<file path="src/rtl/bsg_link_packet_deframer.sv">
// rtl/bsg_link_packet_deframer.sv - frames the link flit stream into header/body packets
// Oversized packets are dropped; one registered output slot drives the core side.
module bsg_link_packet_deframer #(
  parameter int width_p         = 16,
  parameter int len_width_p     = 8,
  parameter int max_len_p       = 2**len_width_p-1,
  parameter int counter_width_p = 16
) (
  input  logic                       clk_i,
  input  logic                       reset_i,
  input  logic [width_p-1:0]         data_i,
  input  logic                       v_i,
  output logic                       yumi_o,
  output logic [width_p-1:0]         data_o,
  output logic                       v_o,
  output logic                       first_o,
  output logic                       last_o,
  input  logic                       ready_and_i,
  output logic [counter_width_p-1:0] pkt_count_o,
  output logic [counter_width_p-1:0] drop_count_o
);

  localparam logic [1:0] idle_s = 2'd0;
  localparam logic [1:0] body_s = 2'd1;
  localparam logic [1:0] drop_s = 2'd2;

  logic [1:0]                 state_q, state_d;
  logic [len_width_p-1:0]     cnt_q, cnt_d;
  logic [width_p-1:0]         data_q, data_d;
  logic                       v_q, v_d;
  logic                       first_q, first_d;
  logic                       last_q, last_d;
  logic [counter_width_p-1:0] pkt_q, pkt_d;
  logic [counter_width_p-1:0] drop_q, drop_d;

  logic [len_width_p-1:0] hdr_len;
  logic                   hdr_illegal;
  logic                   out_free;
  logic                   last_body;

  assign hdr_len     = data_i[len_width_p-1:0];
  assign hdr_illegal = (int'(hdr_len) > max_len_p);
  assign out_free    = !v_q || ready_and_i;
  assign last_body   = (cnt_q == len_width_p'(1));

  // Dropped flits never touch the output slot, so DROP does not wait on it.
  assign yumi_o = (state_q == drop_s) ? v_i : (v_i && out_free);

  always_comb begin
    state_d = state_q;
    cnt_d   = cnt_q;
    data_d  = data_q;
    v_d     = v_q && !ready_and_i;
    first_d = first_q;
    last_d  = last_q;
    pkt_d   = pkt_q;
    drop_d  = drop_q;
    case (state_q)
      idle_s: begin
        if (yumi_o) begin
          if (hdr_illegal) begin
            drop_d  = (drop_q == '1) ? drop_q : drop_q + counter_width_p'(1);
            cnt_d   = hdr_len;
            state_d = (hdr_len != '0) ? drop_s : idle_s;
          end else begin
            data_d  = data_i;
            v_d     = 1'b1;
            first_d = 1'b1;
            if (hdr_len == '0) begin
              last_d = 1'b1;
              pkt_d  = pkt_q + counter_width_p'(1);
            end else begin
              last_d  = 1'b0;
              cnt_d   = hdr_len;
              state_d = body_s;
            end
          end
        end
      end
      body_s: begin
        if (yumi_o) begin
          data_d  = data_i;
          v_d     = 1'b1;
          first_d = 1'b0;
          last_d  = last_body;
          cnt_d   = cnt_q - len_width_p'(1);
          if (last_body) begin
            pkt_d   = pkt_q + counter_width_p'(1);
            state_d = idle_s;
          end
        end
      end
      drop_s: begin
        if (yumi_o) begin
          cnt_d = cnt_q - len_width_p'(1);
          if (last_body) state_d = idle_s;
        end
      end
      default: state_d = idle_s;
    endcase
  end

  always_ff @(posedge clk_i) begin
    if (reset_i) begin
      state_q <= idle_s;
      cnt_q   <= '0;
      v_q     <= 1'b0;
      first_q <= 1'b0;
      last_q  <= 1'b0;
      pkt_q   <= '0;
      drop_q  <= '0;
    end else begin
      state_q <= state_d;
      cnt_q   <= cnt_d;
      v_q     <= v_d;
      first_q <= first_d;
      last_q  <= last_d;
      pkt_q   <= pkt_d;
      drop_q  <= drop_d;
    end
  end

  // Payload register carries no reset; v_o qualifies it.
  always_ff @(posedge clk_i) begin
    data_q <= data_d;
  end

  assign data_o       = data_q;
  assign v_o          = v_q;
  assign first_o      = first_q;
  assign last_o       = last_q;
  assign pkt_count_o  = pkt_q;
  assign drop_count_o = drop_q;

endmodule
</file>
<file path="config.mk">
export PLATFORM = sky130hd
export DESIGN_NAME = bsg_link_packet_deframer
export DESIGN_NICKNAME = d
export VERILOG_FILES = /design/src/rtl/bsg_link_packet_deframer.sv
export SDC_FILE = /design/constraint.sdc
export NUM_CORES = 1
export LEC_CHECK = 0
export BUFFER_PORTS_ARGS = -buffer_cell sky130_fd_sc_hd__buf_2
export CAP_MARGIN = 20
export CORE_MARGIN = 2
export CORE_UTILIZATION = 45
export CTS_CLUSTER_SIZE = 20
export DETAILED_ROUTE_END_ITERATION = 8
export PLACE_DENSITY_LB_ADDON = 0.08
export SLEW_MARGIN = 20
export SYNTH_ARGS = -nofsm -noshare
export SYNTH_HDL_FRONTEND = slang
export SYNTH_SLANG_ARGS = --single-unit
</file>
<file path="constraint.sdc">
create_clock -name clk_i -period 1.7 [get_ports clk_i]
set_input_delay 0.085 -clock clk_i [delete_from_list [all_inputs] [get_ports clk_i]]
set_output_delay 0.085 -clock clk_i [all_outputs]
set_load 0.02 [all_outputs]
</file>
### Yosys cells after proc, flatten, opt, wreduce, memory -nomap -nowiden

Index checks and enable logic that the tools add are counted.

* flip-flop bits (word level): 45
* input port bits: 20
* output and inout bits: 52
* logic and storage cells: 59

* $add $sub $neg: 2
* eq/ne operators: 10
* muxes and demuxes: 24
* reductions and logical operators: 16

Operators with widths (count)
* $mux W16: 4
* $pmux W16 S2: 1
* $mux W8: 3
* $add A16 B1 Y16 const B: 1
* $pmux W8 S2: 1
* $ne A2 B2 Y1 const B: 5
* $eq A8 B1 Y1 const B: 1
* $logic_not A8 Y1: 1
* $mux W1: 8
* $mux W2: 4
* $reduce_and A4 Y1: 2
* $sub A8 B1 Y8 const B: 1
* $reduce_and A5 Y1: 1
* $ne A2 B1 Y1 const B: 2
* $pmux W1 S2: 2
* $pmux W2 S2: 1
* $reduce_bool A2 Y1: 2
* $reduce_or A2 Y1: 2
* $reduce_and A3 Y1: 1
* $eq A2 B1 Y1 const B: 1
* $eq A2 B2 Y1 const B: 1
* $logic_and A1 B1 Y1: 2
* $logic_not A1 Y1: 2
* $logic_not A2 Y1: 1
* other kinds (2): 2

### Depth between registers and ports, before layout

* word-level depth: 6
* mapped depth: 7
* depth with buffers taken out: 6

### Worst setup path after synthesis

No wires, ideal clock.

* path type: register to register
* from: register v_q, in the netlist v_o
* to: register cnt_q[7]
* setup time: 75 ps
* data arrival time: 2077 ps
* required time: 1625 ps
* slack: -453 ps
* stages on the path, launching flop included: 8
* clock period less this slack: 2153 ps
* cells stage by stage: dfxtp_1 -> nand2b_1 -> nand2_1 -> buf_2 -> inv_1 -> clkbuf_1 -> a41oi_1 -> a31oi_1

* cells in the longest elaborated chain, start to end: 6
* elaborated cells between the ends (all ways): 7
* classes of those cells: eq/ne (2); mux (1); reduce/logical (4)

RTL lines
* start, declared: line 30 `logic v_q, v_d;`
* start signal, assigned: line 115 `v_q <= v_d;`
* $logic_not A1 Y1 *: line 43 `assign out_free = !v_q || ready_and_i;`
* $logic_or A1 B1 Y1 *: line 43
* $logic_and A1 B1 Y1 *: line 47 `assign yumi_o = (state_q == drop_s) ? v_i : (v_i && out_free);`
* $mux W1 *: line 47
* via yumi_o: line 13 `output logic yumi_o,`
* $ne A2 B2 Y1 (no source line) or $ne A2 B1 Y1 (tied branches)
* $reduce_and A4 Y1 (no source line) *
* end signal, assigned: line 114 `cnt_q <= cnt_d;`
* end, declared: line 28 `logic [len_width_p-1:0] cnt_q, cnt_d;`

Mark *: on every way through the listed nets, which the timed path passes. The rest lies on a longest branch.
A chain may end at the register's enable or synchronous reset.

### Worst setup path after layout

* from: register cnt_q[1]
* to: register pkt_q[2], in the netlist pkt_count_o[2]

* cells in the longest elaborated chain, start to end: 3

RTL lines
* $eq A8 B1 Y1: line 44 `assign last_body = (cnt_q == len_width_p'(1));`
* $ne A2 B2 Y1 (no source line)
* $reduce_and A5 Y1 (no source line)
* end signal, assigned: line 118 `pkt_q <= pkt_d;`
* end, declared: line 33 `logic [counter_width_p-1:0] pkt_q, pkt_d;`

No other way between the ends.

==> results <==
- The overall track demand over capacity in global routing is 19.58%.
- Across the whole layout, storage elements account for 1060 um2.
- The initial utilization of the core area, before any placement, comes to 47.19%.
- The post-detailed-route count of antenna-violating nets is 0.
- The maximum achievable frequency is 575.3 MHz.
- The number of design-rule violations left by the first detailed-router iteration is 105.
- The share of total power in the clock network is 34.2%.
- The depth of the worst register-to-register path is 7.
- The sort of element at the start of the critical path is a register.
- The filler cells instantiated in the layout total 439.
- Excluding fillers, the count of instances in the completed layout stands at 403.
- Setup repair after global routing could not meet its margin everywhere.
- The max-slew violation count is 0.
- The critical path arrival is 1940 ps.
- The CTS buffer count is 5.
- For this block, the via count after detailed routing is 2065.
- The worst-case IR drop observed on VDD is 593.7 uV.
- Of the available clock period, the critical path in the final layout requires 102.2%.
- The floorplan has 26 rows.
- The number of nets in the layout is 355.
- The net switching fraction of the power is 28.44%.
- The maximum buffer depth of the clock tree is 2.
- The number of different library cells in the post-synthesis netlist is 49.
- The worst hold path terminates at data_o[5]$_DFFE_PP_.
- Pin placement for this block handled 72 I/O pins.
- The number of global-route vias before repair is 1915.
- The initial antenna violation count is 0.
- Internal power comes to 1.777 mW.
- After layout, the worst setup slack is -38.13 ps.
- The total power per unit cell area is 724.4 nW/um2.
- Along the worst hold path, the cell count comes to 1.
- The share of synthesized area in the top cell type comes to 22.96%.
- The finished cells cover 3428 um2.
- The post-placement cell count is 380.
- In the synthesized netlist the dominant register cell turns out to be dfxtp_1.
- By area the synthesized netlist is led by dfxtp_1, edfxtp_1, mux2_1.
- At the pin with the least slew margin, the transition time is 626.4 ps.
- The pin count of the biggest net entering global routing is 37.
- The number of register bits inferred by synthesis is 44.
- The reported net switching power is 706.3 uW.
- The launch instance of the worst min-delay path is data_i[5].
- The most common cell in the synthesized netlist is dfxtp_1.
- The combined area of all synthesized cells is 2441 um2.
- The synthesized netlist cell count is 232.
- The total overflow left after global routing is 0.
- The final reports fail on setup timing.
- The DRC violation count after routing is 0.
- The weighted congestion at the end of routability-driven global placement is 0.7681.
- The cell at the root of the clock tree is clkbuf_8.
- The setup slack on the worst flop-to-flop path is -40 ps.
- The wire length after detailed routing is 5.747 mm.
- For this run, the number of Yosys warnings is 0.
- The critical path in this run is classified as register to register.
- The worst register-to-register path begins at cnt_q[1]$_SDFFE_PP0P_.
- The delay of the slowest cell on the worst path is 330 ps.
- The clock reaches the later pin of the worst-skew pair after 310 ps.
- The largest total area in the synthesized netlist belongs to dfxtp_1.
- The core region is 5172 um2.
- The min-delay analysis places its worst path in the category primary input to register.
- The mean post-synth cell area is 10.52 um2.
- The antenna diode count is 0.
- After synthesis, the share of flip-flops with an asynchronous set or reset is 0%.
- The slowest library cell on the worst path is dfxtp_2.
- The H-tree generated during clock tree synthesis spans 2 levels.
- The signal on the critical path passes through inv_2 > ha_4 > and4bb_4 > nand2_8 > buf_12 > a211oi_4 > mux2_4.
- The sum of buffers and inverters on the critical path is 2.
- The reported leakage power is 1.410 nW.
- The worst endpoint required time is 1900 ps.
- On the final layout, the worst clock skew is 6.703 ps.
- The sum of negative setup slack is -133.6 ps.
- The time the final worst path needs with I/O delays and setup is 1738 ps.
- STA classifies the critical path endpoint as a register.
- The clock tree from TritonCTS is built.
- The setup violation total in the final timing report is 8.
- In this run, flip-flops and latches consume 47.0% of the power.
- The tool flagged a number of max-cap violations equal to 0.
- The first global-routing pass estimated 9.446 mm of wire.
- The startpoint of the worst setup timing path is cnt_q[1]$_SDFFE_PP0P_.
- Grouping stages by cell kind, the critical path spends the most delay in simple AND/OR/NAND/NOR gates.
- In this run the tool buffered the top-level ports with 55 buffer cells.
- The area added between synthesis and finish is 40.44%.
- The cell area after placement is 3034 um2.
- The die covers 6030 um2.
- The die span in x is 77.65 um.
- The half-perimeter wire length of the detailed placement result is 3.733 mm.
- The combinational power share is 18.8%.
- After clock tree synthesis, the clock-pin slew on the worst setup and hold paths is 100 ps.
- In this run the worst path has a maximum fanout of 7.
- The worst pin sits at a relative slew slack of 58.24%.
- Sequential elements use 42.64% of the synthesized area.
- The y dimension of the die is 77.65 um.
- The multi-input combinational cells in the finished layout cover a total of 1379 um2.
- Counting instances in the post-synthesis netlist gives the leading cell types as dfxtp_1, nor2b_1, nor2_1.
- After detailed routing, the number of vias per cell comes to 5.124.
- The routed wire length per instance is 14.26 um.
- Counting flops with a built-in enable in the synthesized netlist gives 16.
- The number of iterations in the first detailed-routing pass is 4.
- The flow ran to the end, but the final reports show violations.
- The proportion of layout cells with a drive suffix above 1 is 45.95%.
- The final hold violation count is 0.
- The endpoint of the worst register-to-register path is pkt_count_o[2]$_SDFFE_PP0P_.
- Counting every sink on the clock net gives 44.
==> worst max path at each step <==
stage | depth (start not counted) | end
after floorplan | 5 | pkt_count_o[12]$_SDFFE_PP0P_
after global placement | 7 | pkt_count_o[2]$_SDFFE_PP0P_
after detailed placement | 7 | pkt_count_o[2]$_SDFFE_PP0P_
after CTS | 7 | pkt_count_o[2]$_SDFFE_PP0P_
after global routing | 6 | pkt_count_o[12]$_SDFFE_PP0P_
final | 7 | pkt_count_o[2]$_SDFFE_PP0P_
==> metal layers <==
| metal | vias up | routed length [um] | track usage, % |
|---|---|---|---|
| met5 | - | 0 | 0 |
| met4 | 0 | 85 | 5.893 |
| met3 | 7 | 276 | 3.953 |
| met2 | 62 | 2561 | 30.60 |
| met1 | 973 | 2822 | 27.33 |
| li1 | 1023 | - | - |
==> registers in the layout (all words and copies together), names as in the netlist <==
name         flops
data_o          16
pkt_count_o     16
cnt_q            8
first_o          1
last_o           1
state_q          1
v_o              1
==> stage by stage <==
step	utilization (%)	setup WS [ps]	hold WS [ps]	total power, mW
detailed placement	58.66	-96.89	263.3	1.585
finish	66.28	-38.13	3.506	2.483
CTS	64.54	-36.38	6.519	2.473
floorplan	-	-2.529	183.9	1.452
global placement	58.66	-64.54	261.5	1.581
global route	66.28	-102.8	2.830	2.583
==> cell usage in the layout, fill, tap and decap left out, drive strengths merged, types with 2 or more instances in the layout <==
| master | synthesis | final |
|---|---|---|
| a2111oi | 6 | 6 |
| a211o | 2 | 2 |
| a211oi | 8 | 8 |
| a21boi | 3 | 3 |
| a21oi | 10 | 10 |
| a311oi | 2 | 2 |
| a31oi | 2 | 2 |
| and3 | 5 | 5 |
| buf | 21 | 98 |
| clkbuf | 9 | 5 |
| conb | 1 | 16 |
| dfxtp | 28 | 28 |
| dlygate4sd3 | 0 | 9 |
| edfxtp | 16 | 16 |
| ha | 3 | 3 |
| inv | 9 | 10 |
| mux2 | 14 | 14 |
| mux2i | 3 | 3 |
| nand2 | 11 | 12 |
| nand2b | 2 | 2 |
| nand3 | 8 | 8 |
| nand3b | 2 | 2 |
| nand4 | 4 | 4 |
| nor2 | 18 | 18 |
| nor2b | 19 | 19 |
| nor3 | 2 | 2 |
| nor4 | 3 | 3 |
| o211ai | 4 | 4 |
| o21ai | 2 | 2 |
| o311ai | 2 | 2 |
| o31ai | 3 | 3 |
| o41ai | 2 | 2 |
==> cells by family after synthesis <==
logic type / synth area share [%]
fa+ha+maj: 1.538
buf+inv: 8.867
flops: 42.64
compound gates: 19.53
other cells: 0.1536
simple gates: 19.58
mux: 7.688
==> cell type report <==
class	count	share of cell area, %
Multi-Input combinational cell	165	40.22
Sequential cell	44	30.91
Timing Repair Buffer	107	21.97
Tap cell	70	2.555
Clock buffer	5	2.007
Clock inverter	3	1.350
Inverter	9	0.9854
==> what timing repair did <==
item                                    4_1_cts  5_1_grt
pin swaps                                     4        5
cloned                                        1        0
gates resized for setup                      12       15
hold buffers                                  9        0
buffers inserted                              4        1
hold endpoints to repair                      9        0
endpoints found under the setup margin       11       15
==> power by group through the flow <==
stage          Sequential, mW  Clock (mW)  Combinational (mW)
6_report                 1.17       0.851               0.466
5_1_grt                  1.17       0.907               0.505
3_5_place_dp             1.19           0               0.399
2_1_floorplan            1.22           0               0.230
4_1_cts                  1.16       0.859               0.450
3_3_place_gp             1.18           0               0.397
Power figures use the tool's default switching activity.
